`src/rtl/video_pattern_generator.sv`:
```
// Test-pattern source for the HDMI/DVI path: five frame-latched patterns over a
// fixed two-stage pipeline, with DE and syncs delayed to line up with the colour.
module video_pattern_generator #(
  parameter int COORD_BITS  = 10,
  parameter int COLOUR_BITS = 4,
  parameter int H_RES       = 640,
  parameter int V_RES       = 480,
  parameter int SQ_SIZE     = 200,
  parameter int SQ_X0       = 220,
  parameter int SQ_Y0       = 140,
  parameter int SPEED       = 2,
  parameter int CHECK_LOG2  = 5
) (
  input  logic                   i_clk_pxl,
  input  logic                   i_rst_n,
  input  logic [COORD_BITS-1:0]  i_sx,
  input  logic [COORD_BITS-1:0]  i_sy,
  input  logic                   i_de,
  input  logic                   i_hsync,
  input  logic                   i_vsync,
  input  logic                   i_nf,
  input  logic [2:0]             i_mode,
  output logic [COLOUR_BITS-1:0] o_r,
  output logic [COLOUR_BITS-1:0] o_g,
  output logic [COLOUR_BITS-1:0] o_b,
  output logic                   o_de,
  output logic                   o_hsync,
  output logic                   o_vsync,
  output logic [2:0]             o_mode
);

  localparam int CW = COORD_BITS + 1;
  typedef logic [CW-1:0] wide_t;

  localparam wide_t X_LIM = wide_t'(H_RES - SQ_SIZE);
  localparam wide_t Y_LIM = wide_t'(V_RES - SQ_SIZE);
  localparam wide_t SPD   = wide_t'(SPEED);
  localparam wide_t SQ    = wide_t'(SQ_SIZE);
  localparam wide_t SX0   = wide_t'(SQ_X0);
  localparam wide_t SY0   = wide_t'(SQ_Y0);

  localparam int                    BAR_W    = H_RES / 8;
  localparam logic [COORD_BITS-1:0] BAR_LAST = COORD_BITS'(BAR_W - 1);

  localparam logic [COLOUR_BITS-1:0] BG_R = COLOUR_BITS'(1);
  localparam logic [COLOUR_BITS-1:0] BG_G = COLOUR_BITS'(3);
  localparam logic [COLOUR_BITS-1:0] BG_B = COLOUR_BITS'(7);

  localparam logic [2:0] M_STATIC = 3'd1;
  localparam logic [2:0] M_BOUNCE = 3'd2;
  localparam logic [2:0] M_BARS   = 3'd3;
  localparam logic [2:0] M_CHECK  = 3'd4;

  typedef enum logic [1:0] {K_BG, K_WHITE, K_BLACK, K_BAR} kind_e;

  logic [2:0]             mode_q, mode_d;
  logic [COORD_BITS-1:0]  px_q, px_d, py_q, py_d;
  logic                   dx_q, dx_d, dy_q, dy_d;
  logic [COORD_BITS-1:0]  bar_cnt_q, bar_cnt_d;
  logic [2:0]             bar_idx_q, bar_idx_d;
  kind_e                  s1_kind_q, s1_kind_d;
  logic [2:0]             s1_bar_q, s1_bar_d;
  logic                   s1_de_q, s1_hs_q, s1_vs_q;
  logic [COLOUR_BITS-1:0] r_q, r_d, g_q, g_d, b_q, b_d;
  logic                   de_q, hs_q, vs_q;

  // Returns {new_dir, new_pos}; dir 1 means moving towards zero.
  function automatic logic [COORD_BITS:0] step_axis(input logic [COORD_BITS-1:0] pos,
                                                    input logic dir_neg,
                                                    input wide_t lim);
    wide_t p;
    wide_t sum;
    wide_t dif;
    p   = {1'b0, pos};
    sum = p + SPD;
    dif = p - SPD;
    if (!dir_neg) begin
      if (sum >= lim) step_axis = {1'b1, lim[COORD_BITS-1:0]};
      else            step_axis = {1'b0, sum[COORD_BITS-1:0]};
    end else begin
      if (p <= SPD)   step_axis = {1'b0, {COORD_BITS{1'b0}}};
      else            step_axis = {1'b1, dif[COORD_BITS-1:0]};
    end
  endfunction

  // Mode latch and square motion; the motion test looks at i_mode so a switch
  // into bounce mode steps on the same new-frame pulse.
  always_comb begin
    mode_d = mode_q;
    px_d   = px_q;
    py_d   = py_q;
    dx_d   = dx_q;
    dy_d   = dy_q;
    if (i_nf) begin
      mode_d = i_mode;
      if (i_mode == M_BOUNCE) begin
        {dx_d, px_d} = step_axis(px_q, dx_q, X_LIM);
        {dy_d, py_d} = step_axis(py_q, dy_q, Y_LIM);
      end
    end
  end

  logic [COORD_BITS-1:0] cnt_base;
  logic [2:0]            idx_cur;

  always_comb begin
    cnt_base  = (i_sx == '0) ? '0 : bar_cnt_q;
    idx_cur   = (i_sx == '0) ? 3'd0 : bar_idx_q;
    bar_cnt_d = cnt_base;
    bar_idx_d = idx_cur;
    if (i_de) begin
      if (cnt_base == BAR_LAST) begin
        bar_cnt_d = '0;
        if (idx_cur != 3'd7) bar_idx_d = idx_cur + 3'd1;
      end else begin
        bar_cnt_d = cnt_base + 1'b1;
      end
    end
  end

  wide_t sxw, syw, pxw, pyw;
  logic  in_static, in_bounce, check_on;

  always_comb begin
    sxw       = {1'b0, i_sx};
    syw       = {1'b0, i_sy};
    pxw       = {1'b0, px_q};
    pyw       = {1'b0, py_q};
    in_static = (sxw > SX0) && (sxw < SX0 + SQ) && (syw > SY0) && (syw < SY0 + SQ);
    in_bounce = (sxw > pxw) && (sxw < pxw + SQ) && (syw > pyw) && (syw < pyw + SQ);
    check_on  = i_sx[CHECK_LOG2] ^ i_sy[CHECK_LOG2];
    s1_bar_d  = idx_cur;
    case (mode_q)
      M_STATIC: s1_kind_d = in_static ? K_WHITE : K_BG;
      M_BOUNCE: s1_kind_d = in_bounce ? K_WHITE : K_BG;
      M_BARS:   s1_kind_d = K_BAR;
      M_CHECK:  s1_kind_d = check_on ? K_WHITE : K_BLACK;
      default:  s1_kind_d = K_BG;
    endcase
  end

  // Bar index bits map directly onto channels: white,yellow,cyan,green,magenta,red,blue,black.
  always_comb begin
    r_d = '0;
    g_d = '0;
    b_d = '0;
    case (s1_kind_q)
      K_BG:    begin r_d = BG_R; g_d = BG_G; b_d = BG_B; end
      K_WHITE: begin r_d = '1; g_d = '1; b_d = '1; end
      K_BAR: begin
        r_d = {COLOUR_BITS{~s1_bar_q[1]}};
        g_d = {COLOUR_BITS{~s1_bar_q[2]}};
        b_d = {COLOUR_BITS{~s1_bar_q[0]}};
      end
      default: begin r_d = '0; g_d = '0; b_d = '0; end
    endcase
    if (!s1_de_q) begin
      r_d = '0;
      g_d = '0;
      b_d = '0;
    end
  end

  always_ff @(posedge i_clk_pxl or negedge i_rst_n) begin
    if (!i_rst_n) begin
      mode_q    <= '0;
      px_q      <= COORD_BITS'(SQ_X0);
      py_q      <= COORD_BITS'(SQ_Y0);
      dx_q      <= 1'b0;
      dy_q      <= 1'b0;
      bar_cnt_q <= '0;
      bar_idx_q <= '0;
      s1_kind_q <= K_BG;
      s1_bar_q  <= '0;
      s1_de_q   <= 1'b0;
      s1_hs_q   <= 1'b0;
      s1_vs_q   <= 1'b0;
      r_q       <= '0;
      g_q       <= '0;
      b_q       <= '0;
      de_q      <= 1'b0;
      hs_q      <= 1'b0;
      vs_q      <= 1'b0;
    end else begin
      mode_q    <= mode_d;
      px_q      <= px_d;
      py_q      <= py_d;
      dx_q      <= dx_d;
      dy_q      <= dy_d;
      bar_cnt_q <= bar_cnt_d;
      bar_idx_q <= bar_idx_d;
      s1_kind_q <= s1_kind_d;
      s1_bar_q  <= s1_bar_d;
      s1_de_q   <= i_de;
      s1_hs_q   <= i_hsync;
      s1_vs_q   <= i_vsync;
      r_q       <= r_d;
      g_q       <= g_d;
      b_q       <= b_d;
      de_q      <= s1_de_q;
      hs_q      <= s1_hs_q;
      vs_q      <= s1_vs_q;
    end
  end

  assign o_r     = r_q;
  assign o_g     = g_q;
  assign o_b     = b_q;
  assign o_de    = de_q;
  assign o_hsync = hs_q;
  assign o_vsync = vs_q;
  assign o_mode  = mode_q;

endmodule
```
`config.mk`:
```
export PLATFORM = sky130hd
export DESIGN_NAME = video_pattern_generator
export DESIGN_NICKNAME = d
export VERILOG_FILES = /design/src/rtl/video_pattern_generator.sv
export SDC_FILE = /design/constraint.sdc
export NUM_CORES = 1
export LEC_CHECK = 0
export BUFFER_PORTS_ARGS = -buffer_cell sky130_fd_sc_hd__buf_2
export CELL_PAD_IN_SITES_DETAIL_PLACEMENT = 2
export CELL_PAD_IN_SITES_GLOBAL_PLACEMENT = 2
export CORE_MARGIN = 2
export CORE_UTILIZATION = 39
export DETAILED_ROUTE_END_ITERATION = 7
export PLACE_DENSITY_LB_ADDON = 0.25
export RECOVER_POWER = 50
export SYNTH_ARGS = -nofsm -noshare
export SYNTH_HDL_FRONTEND = slang
export SYNTH_SLANG_ARGS = --single-unit
```
`constraint.sdc`:
```
create_clock -name i_clk_pxl -period 3.9 [get_ports i_clk_pxl]
set_input_delay 0.78 -clock i_clk_pxl [delete_from_list [all_inputs] [get_ports i_clk_pxl]]
set_output_delay 0.78 -clock i_clk_pxl [all_outputs]
set_load 0.05 [all_outputs]
```
==> key figures <==
Placement
  – Routability Congestion: 0.864
  – IO Port Bufs: between 40 and 50
  – DP HPWL: 10.8 mm
  – Post-DP Area: ~4500 um^2

Clock network
  – Hold buffers post-CTS: 0
  – Worst skew pair latency: 0.32 ns
  – CTS buffer count: 5
  – CTS tree: done
  – Post-CTS setup buffers: 0
  – CTS Buffer Depth: 2
  – H-tree levels: 2
  – Clk slew on worst S/H paths: 0.11 ns
  – Resized cells post-CTS: 0
  – Clock sink count: 53
  – CTS root buf: clkbuf_8

GRT
  – Vias in the first global route: around 4500
  – GRT Util Overall: 0.259
  – Largest net degree at the start of global routing: 30
  – Initial antenna violation count: 0
  – Global-route wire length before repair: 23.5 mm
  – Gr ovfl total: 0

Critical path
  – CP startpoint: i_sx[5]
  – Critical-path maximum fanout: 7
  – Crit path cell chain: clkbuf_1, nor4_1, nand3_1, and2_1, ha_1, nand4_1, nor3_1, and3_1, a21boi_2, mux2_2
  – CP Launch Type: input pin
  – CP Capture Type: register
  – Crit path to: bar_idx_q[1]
  – R2r setup slk: 1.18 ns
  – Reg-to-Reg End: s1_kind_q[0]
  – Worst r2r path cells: 9
  – Worst EP required: 4.12 ns
  – FF-to-FF Start: py_q[3]
  – CP max stage delay: 0.35 ns
  – CP max-delay cell: mux2_2
  – Critical path type: in -> reg
  – Crit path DAT: 3.25 ns

Final layout
  – Final net count: 591
  – N_diodes: 0
  – Layout cells sized above 1: 0.133
  – Fin area: 4570 um^2
  – Synth-to-layout area growth: 8.72%

Logic synthesis
  – Synth top area cells: dfrtp_1, ha_1, dfstp_2
  – Synthesized net count: 566
  – Post-synth top area share: 0.268
  – Yosys warnings: 0
  – Top-count cell post-synth: dfrtp_1
  – Post-Syn Instances: a little under 500
  – Main flop type after synthesis: dfrtp_1
  – #FFs+latches synth: 53
  – Mean Syn Cell Area: 8.53 um^2
  – Post-synthesis sequential area ratio: 0.318
  – Mapped Area: 4200 um^2
  – Post-synth top cells: dfrtp_1, ha_1, nand2_1
  – Yosys cell types: 67
  – FFs w/ async S/R, synth: 1.00
  – Post-synth EDFFs: 0
  – Synth area leader: dfrtp_1

STA
  – RSZ-0062 raised after global routing: no
  – Final period utilization: 0.778
  – Worst Skew: 0.0129 ns
  – Minimum clock period: 3.04 ns
  – TNS Setup: 0 ns
  – Max Freq: 329 MHz
  – # setup viols final: 0
  – Relative slew slack: -0.0667
  – Max Slew Vio Count: 30
  – Final count of hold timing violations: 0
  – Worst Tran Pin Value: 1.60 ns

Run status
  – Violated checks: capacitance limit, slew limit
  – Status: finished, violations left

Pwr
  – P_int: 0.00119 W
  – Clock Power Share: 0.155
  – Worst VDD drop: between 0.15 and 0.2 mV
  – Leakage: 2.00 nW
  – Comb power frac: 0.456
  – Pwr Density: about 480 nW/um^2
  – Switch Pwr: 0.00101 W
  – Switching fraction of total power: 0.458
  – Seq pwr share: 0.389

Routing
  – Via/cell ratio: approximately 6
  – # DRC: 0
  – Routed len/inst: 21.5 um
  – DRT antenna net count: 0
  – Violation count after the first detailed-route iteration: 174
  – Total number of vias: 3986
  – Total wire length: 14.1 mm
  – First-pass DRT Iterations: 4

Flow run
  – Max-cap violations: 1

Min path
  – Hold WC Path Type: reg -> reg
  – Min-Delay Startpoint: s1_vs_q

Floorplanning
  – Ports: 47
  – Starting density of the core: 0.404
  – CORE AREA: 10400 um^2
  – Overall die area: 11600 um^2
  – Rows: 37
  – Die height: 108 um
  – Die width: 108 um
-- flip-flops by register name, summed over array words and instances, names as in the netlist, 3 cells and up --
| name | count |
|---|---|
| py_q | 9 |
| bar_cnt_q | 10 |
| px_q | 9 |
| bar_idx_q | 3 |
| s1_bar_q | 3 |
| o_mode | 3 |
-- layer usage --
layer  track usage  wire length, um
met1         0.335             6490
met2         0.450             6930
met3        0.0297              390
met4        0.0788              261
met5             0                0
-- logic make-up after synthesis --
group,synth area share
flip-flops,0.318
adder cells (fa/ha/maj),0.131
XOR/XNOR,0.0479
AND/OR/NAND/NOR,0.205
multiplexers,0.0131
buffers and inverters,0.0598
AO/OA/AOI/OAI,0.226
-- how the worst min path moves through the flow --
stage,to,slack (ns),cells past startpoint
after global routing,o_vsync,0.38,0
after CTS,o_hsync,0.37,0
after detailed placement,o_hsync,0.35,0
final,o_vsync,0.36,0
after global placement,o_hsync,0.33,0
after floorplan,o_hsync,0.33,0
-- cells in the final DEF, fill, tap and decap left out, drive strengths merged, types with 17 or more instances in the layout --
master and count:
nand3 21, dfrtp 45, nor2 28, inv 25, buf 44, ha 44, nand2 41, a21oi 29
nor3 17, o21ai 32
-- area by class of cell --
cell class              instances  area [um^2]
flip-flops and latches         53         1340
repair buffers                 49          244
fillers                      1183         5850
multi-input cells             382         2630
clock buffers                   6         72.6
inverters                      27          101
well taps                     136          170
clock inverters                 2         15.0
-- critical path, delay by kind of cell --
| kind | cells | cell delay [ns] |
|---|---|---|
| AND/OR/NAND/NOR | 6 | 1.38 |
| multiplexers | 1 | 0.35 |
| buffers and inverters | 1 | 0.29 |
| AO/OA/AOI/OAI | 1 | 0.24 |
| adder cells (fa/ha/maj) | 1 | 0.20 |
-- power by group through the flow --
stage	Clock [W]	Sequential (W)	Combinational (W)
4_1_cts	0.000349	0.000855	0.00101
3_3_place_gp	0	0.000851	0.000934
6_report	0.000340	0.000856	0.00100
2_1_floorplan	0	0.000795	0.000745
5_1_grt	0.000372	0.000882	0.00113
3_5_place_dp	0	0.000865	0.000992
-- through the flow --
stage	worst slack, ns	total power [W]	hold WS (ns)	instances	utilization
5_1_grt	0.512	0.00239	0.381	655	0.439
3_3_place_gp	0.873	0.00178	0.334	647	0.431
3_5_place_dp	0.623	0.00186	0.346	647	0.431
4_1_cts	0.975	0.00221	0.368	655	0.440
6_report	0.864	0.00220	0.362	655	0.439
2_1_floorplan	1.19	0.00154	0.331	493	-
Power figures use the tool's default switching activity.
